==> config.mk <==
export PLATFORM = sky130hd
export DESIGN_NAME = router_reg_gen
export DESIGN_NICKNAME = d
export VERILOG_FILES = /design/src/rtl/router_reg_gen.sv
export SDC_FILE = /design/constraint.sdc
export NUM_CORES = 1
export LEC_CHECK = 0
export ABC_CLOCK_PERIOD_IN_PS = 1700
export CAP_MARGIN = 20
export CORE_ASPECT_RATIO = 1.25
export CORE_MARGIN = 2
export CORE_UTILIZATION = 55
export CTS_CLUSTER_DIAMETER = 40
export DETAILED_ROUTE_END_ITERATION = 7
export PLACE_DENSITY = 0.79
export SYNTH_ARGS = -nofsm -noshare
export SYNTH_HDL_FRONTEND = slang
export SYNTH_SLANG_ARGS = --single-unit
==> constraint.sdc <==
create_clock -name clk -period 1.7 [get_ports clk]
set_input_delay 0.425 -clock clk [delete_from_list [all_inputs] [get_ports clk]]
set_output_delay 0.425 -clock clk [all_outputs]
set_load 0.01 [all_outputs]
==> src/rtl/router_reg_gen.sv <==
// Router register stage: latches the header, buffers one byte while the FIFO is full,
// accumulates parity and checks parity/payload length. Optional ROUTER_REG_STATS_EN adds counters.
module router_reg_gen #(
    parameter int unsigned DW           = 8,
    parameter int unsigned AW           = 2,
    parameter int unsigned ILLEGAL_ADDR = 2**AW - 1,
    parameter int unsigned ODD_PAR      = 0
) (
    input  logic          clk,
    input  logic          rstn,
    input  logic          pkt_vld,
    input  logic [DW-1:0] din,
    input  logic          fifo_full,
    input  logic          rst_int_reg,
    input  logic          detect_addr,
    input  logic          ld_state,
    input  logic          laf_state,
    input  logic          lfd_state,
    input  logic          full_state,
    output logic          parity_done,
    output logic          low_pkt_valid,
    output logic          err,
    output logic          len_err,
    output logic [DW-1:0] d_out
`ifdef ROUTER_REG_STATS_EN
    ,
    output logic [15:0]   pkt_cnt,
    output logic [15:0]   err_cnt
`endif
);

    localparam int unsigned LW = DW - AW;

    logic [DW-1:0] hdr_q, hdr_d;
    logic [DW-1:0] hold_q, hold_d;
    logic [DW-1:0] int_par_q, int_par_d;
    logic [DW-1:0] pkt_par_q, pkt_par_d;
    logic [DW-1:0] dout_q, dout_d;
    logic [LW-1:0] pay_cnt_q, pay_cnt_d;
    logic          lpv_q, lpv_d;
    logic          pd_q, pd_d;
    logic          chk_q, chk_d;
    logic          err_q, err_d;
    logic          len_q, len_d;

    logic          par_from_din_c;
    logic          par_from_hold_c;
    logic          cnt_inc_c;
    logic [DW-1:0] exp_par_c;
    logic          par_bad_c;
    logic          len_bad_c;

    // Next-state logic for the whole datapath
    always_comb begin
        hdr_d     = hdr_q;
        hold_d    = hold_q;
        int_par_d = int_par_q;
        pkt_par_d = pkt_par_q;
        dout_d    = dout_q;
        pay_cnt_d = pay_cnt_q;
        lpv_d     = lpv_q;
        pd_d      = pd_q;
        err_d     = err_q;
        len_d     = len_q;

        par_from_din_c  = ld_state && !fifo_full && !pkt_vld;
        par_from_hold_c = laf_state && lpv_q && !pd_q;
        cnt_inc_c       = (ld_state && pkt_vld && !fifo_full) || (laf_state && !lpv_q);
        exp_par_c       = (ODD_PAR != 0) ? ~int_par_q : int_par_q;
        par_bad_c       = exp_par_c != pkt_par_q;
        len_bad_c       = pay_cnt_q != hdr_q[DW-1:AW];

        if (detect_addr && pkt_vld && (din[AW-1:0] != AW'(ILLEGAL_ADDR)))
            hdr_d = din;

        if (ld_state && fifo_full)
            hold_d = din;

        if (lfd_state)
            dout_d = hdr_q;
        else if (ld_state && !fifo_full)
            dout_d = din;
        else if (laf_state)
            dout_d = hold_q;

        if (ld_state && !pkt_vld)
            lpv_d = 1'b1;
        if (rst_int_reg)
            lpv_d = 1'b0;

        if (par_from_din_c || par_from_hold_c)
            pd_d = 1'b1;
        if (detect_addr)
            pd_d = 1'b0;

        if (par_from_din_c)
            pkt_par_d = din;
        else if (par_from_hold_c)
            pkt_par_d = hold_q;

        // Bytes re-presented during FIFO_FULL/LAF were already folded in on their LOAD_DATA cycle
        if (detect_addr)
            int_par_d = '0;
        else if (lfd_state)
            int_par_d = int_par_q ^ hdr_q;
        else if (ld_state && pkt_vld && !full_state)
            int_par_d = int_par_q ^ din;

        if (detect_addr)
            pay_cnt_d = '0;
        else if (cnt_inc_c && (pay_cnt_q != {LW{1'b1}}))
            pay_cnt_d = pay_cnt_q + LW'(1);

        if (chk_q) begin
            err_d = par_bad_c;
            len_d = len_bad_c;
        end
        if (detect_addr) begin
            err_d = 1'b0;
            len_d = 1'b0;
        end

        chk_d = pd_d && !pd_q;
    end

    always_ff @(posedge clk) begin
        if (!rstn) begin
            hdr_q     <= '0;
            hold_q    <= '0;
            int_par_q <= '0;
            pkt_par_q <= '0;
            dout_q    <= '0;
            pay_cnt_q <= '0;
            lpv_q     <= 1'b0;
            pd_q      <= 1'b0;
            chk_q     <= 1'b0;
            err_q     <= 1'b0;
            len_q     <= 1'b0;
        end else begin
            hdr_q     <= hdr_d;
            hold_q    <= hold_d;
            int_par_q <= int_par_d;
            pkt_par_q <= pkt_par_d;
            dout_q    <= dout_d;
            pay_cnt_q <= pay_cnt_d;
            lpv_q     <= lpv_d;
            pd_q      <= pd_d;
            chk_q     <= chk_d;
            err_q     <= err_d;
            len_q     <= len_d;
        end
    end

    assign parity_done   = pd_q;
    assign low_pkt_valid = lpv_q;
    assign err           = err_q;
    assign len_err       = len_q;
    assign d_out         = dout_q;

`ifdef ROUTER_REG_STATS_EN
    logic [15:0] pkt_cnt_q, pkt_cnt_d;
    logic [15:0] err_cnt_q, err_cnt_d;

    // Saturating packet/error statistics, untouched by detect_addr
    always_comb begin
        pkt_cnt_d = pkt_cnt_q;
        err_cnt_d = err_cnt_q;
        if (chk_d && (pkt_cnt_q != 16'hFFFF))
            pkt_cnt_d = pkt_cnt_q + 16'd1;
        if (chk_q && !detect_addr && (par_bad_c || len_bad_c) && (err_cnt_q != 16'hFFFF))
            err_cnt_d = err_cnt_q + 16'd1;
    end

    always_ff @(posedge clk) begin
        if (!rstn) begin
            pkt_cnt_q <= '0;
            err_cnt_q <= '0;
        end else begin
            pkt_cnt_q <= pkt_cnt_d;
            err_cnt_q <= err_cnt_d;
        end
    end

    assign pkt_cnt = pkt_cnt_q;
    assign err_cnt = err_cnt_q;
`endif

endmodule

; ---- Word-level counts from Yosys, hierarchy flattened
; Index checks and enable logic that the tools add are counted.
[totals]
out_inout_bits = 12
n_memories = 0
romBits = 0
latchBits = 0
ram_bits = 0
in_bits = 18
register_bits = 51
word_cells = 54
[op_classes]
mux = 9
shift = 0
bitwise = 3
n_mul = 0
eq_ne = 4
order_cmp = 0
addsub = 1
reduce_logical = 26
n_div = 0
[ops]
columns = operator, n
row1 = 2-to-1 mux 8 bit, 7
row2 = bitwise XOR 8 bit, 2
row3 = logical AND 1 bit, 14
row4 = != test 8 bit, 1
row5 = "adder 6 x 1 -> 6 bit, second input constant", 1
row6 = != test 6 bit, 1
row7 = "!= test 6 bit, second input constant", 1
row8 = zero test 1 bit, 5
row9 = nonzero test 2 bit, 2
row10 = OR reduction 2 bit, 2
row11 = nonzero test 3 bit, 1
row12 = logical OR 1 bit, 2
row13 = 2-to-1 mux 1 bit, 2
row14 = "!= test 2 bit, second input constant", 1
row15 = inverter 1 bit, 1

; ---- Logic depth before layout (Yosys ltp)
[logic_depth]
depth_word = 7
mapped_depth = 6

; ---- Worst setup path after synthesis
; No wires, ideal clock.
[synth_path]
path_type = input to register
from = input fifo_full
to = register pay_cnt_q[4]
required_ns = 1.585
cell_stages = 5
slack_ns = 0.097
arrival_time_ns = 1.488
path_buffers = 1
cell_sequence = buf_6 and3b_2 nor2_1 or4b_1 and3_1
[synth_via]
elab_chain_len = 4
[synth_rtl]
columns = item, line
row1 = from (decl), 13  ; input logic fifo_full,
row2 = zero test 1 bit, 68  ; cnt_inc_c = (ld_state && pkt_vld && !fifo_full) || (laf_state && !lpv_q);
row3 = logical AND 1 bit, 68
row4 = logical OR 1 bit, 68
row5 = logical AND 1 bit, 111  ; else if (cnt_inc_c && (pay_cnt_q != {LW{1'b1}}))
row6 = to (signal assigned), 145  ; pay_cnt_q <= pay_cnt_d;
row7 = to (decl), 39  ; logic [LW-1:0] pay_cnt_q, pay_cnt_d;
; No other way between the ends.
; A chain may end at the register's enable or synchronous reset.

; ---- Worst setup path after layout
[layout_path]
from = input pkt_vld
to = register pay_cnt_q[4]
[layout_via]
elab_chain_len = 4
[layout_rtl]
columns = item, line
row1 = from (decl), 11  ; input logic pkt_vld,
row2 = logical AND 1 bit (2 in series), 68
row3 = logical OR 1 bit, 68
row4 = logical AND 1 bit, 111
; No other way between the ends.

==> flow_summary.yaml <==
logic_synthesis:
  synth_edf_count: 0
  synth.distinct_cells: 38
  yosysSeqAreaShare: 0.431
  yosys_warnings: 0
  synth_nets: 285
  async_reset_ff_frac: 0
  ys.flop_type: "dfxtp_1"
  synth.avg_cell_area_sq_um: 8.90
  syn_area_sq_mm: 0.00237
  netlist_instances: 266
  synth-seq-cells: 51
cts:
  htreeDepth: 2
  clock-sinks: 51
  clk_latency_ps: 300
  cts_made_buffers: 5
  cts_tree: "yes"
  cts_root_buffer: "clkbuf_8"
  cts_hold_buffers: 0
  clkTransAtPathRegs_ps: 90
  clock_path_buffers: 2
cells_and_area:
  final_common_cell: "dfxtp_1"
  diodes: 0
  stdcell_count: 374
  drive_gt1_frac: 0.126
  layout_common_cells: "dfxtp_1 (50), nand2_1 (28), buf_4 (28), clkdlybuf4s50_1 (27), nor2_1 (21)"
  area_growth_pct: 27.9
  nets: 337
place:
  place_ws_ps: -278
  port_buffers: 29
  dp.cells: 367
  gp_congestion: 0.822
  post-dp-hpwl_microns: 4350
timing:
  fin_crit_ps: 1660
  fmax_mhz: 603
  whs_ps: 467
  drv_slew: 0
  hold_viol_final: 0
  worst_pin_slew_ps: 352
  period_share: 0.976
  setup_ws_ps: 40.3
  relSlewSlack: 0.763
  setup_viol: 0
  worst_clock_skew_ps: 4.13
floorplan:
  die_x_microns: 62.7
  die_h_microns: 77.4
  die_area_sq_mm: 0.00485
  initial_core_util: 0.578
  fp.coreArea_sq_mm: 0.00410
  num_rows: 26
  ios: 30
power:
  p_leak_nw: 1.26
  pwr_density_cell_mw_per_mm2: 815
  vdd_ir_drop_max_v: 0.000540
critical_path:
  critical_path.max_stage_delay_ps: 480
  rrSetupSlack_ps: 70
  r2r-start: "pay_cnt_q[0]"
  critical_path_buf_inv_count: 1
  timing.critical_path.fanout_max: 3
  critPathLaunchType: "input pin"
  end_kind: "flop"
  startpoint: "pkt_vld"
  crit_cells: 5
  arrival_ps: 1860
  critPathCapture: "pay_cnt_q[4]"
  crit_required_ps: 1900
  crit_slowest_cell: "clkdlybuf4s50_1"
  crit_family: "simple AND/OR/NAND/NOR gates"
  reg2reg_to: "pay_cnt_q[4]"
  rr_worst_depth: 4
  worstSetupPathType: "in -> reg"
  worstPathCellList: "clkdlybuf4s50_1 -> and3b_2 -> nor2_1 -> or4b_1 -> and3_1"
grt:
  grt-ovfl-total: 0
  grt_use_total: 0.256
  grt_max_degree: 20
  grt_pass1_vias: 2043
  grt_pass1_wl_microns: 9700
  antenna_found_initial: 0
routing:
  first_pass_iters: 4
  wl_microns: 5920
  routed_via_density: 5.54
  wl_per_cell_microns: 15.8
  drc_errors: 0
  via_count: 2071
  drt-initial-drc-count: 135
  drtAntennaViolNets: 0
run_status:
  status: "complete, no violations"
flow_run:
  maxCapViolations: 0
hold_path:
  hold_path_class: "reg -> reg"
## cell type report
cell class                 instances  area (sq um)
inverter                          11          41.3
clock buffer                       6          72.6
fill                             318          1070
clock inverter                     1          30.0
sequential                        51          1020
multi-input combinational        190          1240
timing repair buffer              59           546
tap                               56          70.1
## flip-flops by register name, indices dropped and copies added, names as in the netlist
name	flops
hold_q	8
d_out	8
exp_par_c	8
len_err	1
pkt_par_q	8
parity_done	1
pay_cnt_q	6
hdr_q	8
err	1
low_pkt_valid	1
chk_q	1
## synthesized netlist by cell type (2+ instances only)
cell | number | area (sq um)
o211a_1 | 8 | 80.1
nand2b_1 | 3 | 18.8
inv_1 | 11 | 41.3
buf_2 | 5 | 25.0
and3_1 | 2 | 12.5
nor3_1 | 2 | 10.0
a311o_1 | 8 | 80.1
nand3_1 | 11 | 55.1
o21ai_0 | 11 | 55.1
nand4_1 | 2 | 12.5
a31oi_1 | 2 | 12.5
a21oi_1 | 11 | 55.1
mux2i_1 | 9 | 90.1
nor2_1 | 21 | 78.8
a21boi_1 | 7 | 52.6
xnor2_1 | 9 | 78.8
dfxtp_1 | 51 | 1020
clkbuf_1 | 8 | 30.0
o211ai_1 | 8 | 60.1
nand2_1 | 28 | 105
a211oi_1 | 2 | 15.0
a21boi_0 | 9 | 67.6
xor2_1 | 15 | 131
nor2b_1 | 9 | 56.3
## cells by family (layout without fill, tap and decap cells)
kind of cell | after synthesis | after routing | synth area share
XOR/XNOR | 24 | 24 | 0.0888
flip-flops | 51 | 51 | 0.431
AO/OA/AOI/OAI | 70 | 70 | 0.215
multiplexers | 9 | 9 | 0.0381
adder cells (fa/ha/maj) | 1 | 1 | 0.00528
AND/OR/NAND/NOR | 86 | 86 | 0.176
buffers and inverters | 25 | 77 | 0.0455
## per-layer routing
metal / share of wire / track usage / vias up
met4: 0.018 / 0.104 / 0
met2: 0.53 / 0.481 / 31
met3: 0.023 / 0.0362 / 12
li1: - / - / 1034
met5: 0 / 0 / -
met1: 0.43 / 0.286 / 994
## report_power, final
group	switching (mW)	internal, mW	total, mW
Clock	0.387	0.432	0.819
Combinational	0.178	0.194	0.372
Sequential	0.0339	1.24	1.28
## worst min path at each step
stage,startpoint,to,cells past startpoint
6_report,hold_q[3],hold_q[3],2
5_1_grt,hold_q[5],hold_q[5],2
4_1_cts,hold_q[5],hold_q[5],2
3_5_place_dp,hold_q[5],hold_q[5],2
3_3_place_gp,hold_q[6],hold_q[6],2
2_1_floorplan,chk_q,len_err,1
## stage by stage
stage	instance area [sq um]	utilization	setup TNS, ps	power [mW]
floorplan	2370	-	0	1.49
global placement	2910	0.710	-4180	1.66
detailed placement	2910	0.710	-5190	1.67
CTS	3020	0.736	0	2.47
global route	3030	0.738	-3.10	2.55
finish	3030	0.738	0	2.47
## worst reg2reg max path: stages, from the launching register on
cell and delay [ps]:
dfxtp_1 440, ha_1 250, nand3_1 170, or4b_1 490
and3_1 190
## timing repair
action / in CTS / in global routing
setup endpoints to repair: 1 / 3
gates resized for setup: 1 / 3
pin swaps: 0 / 0
setup buffers: 0 / 0
Note: power is estimated with default switching activity, not from simulation.
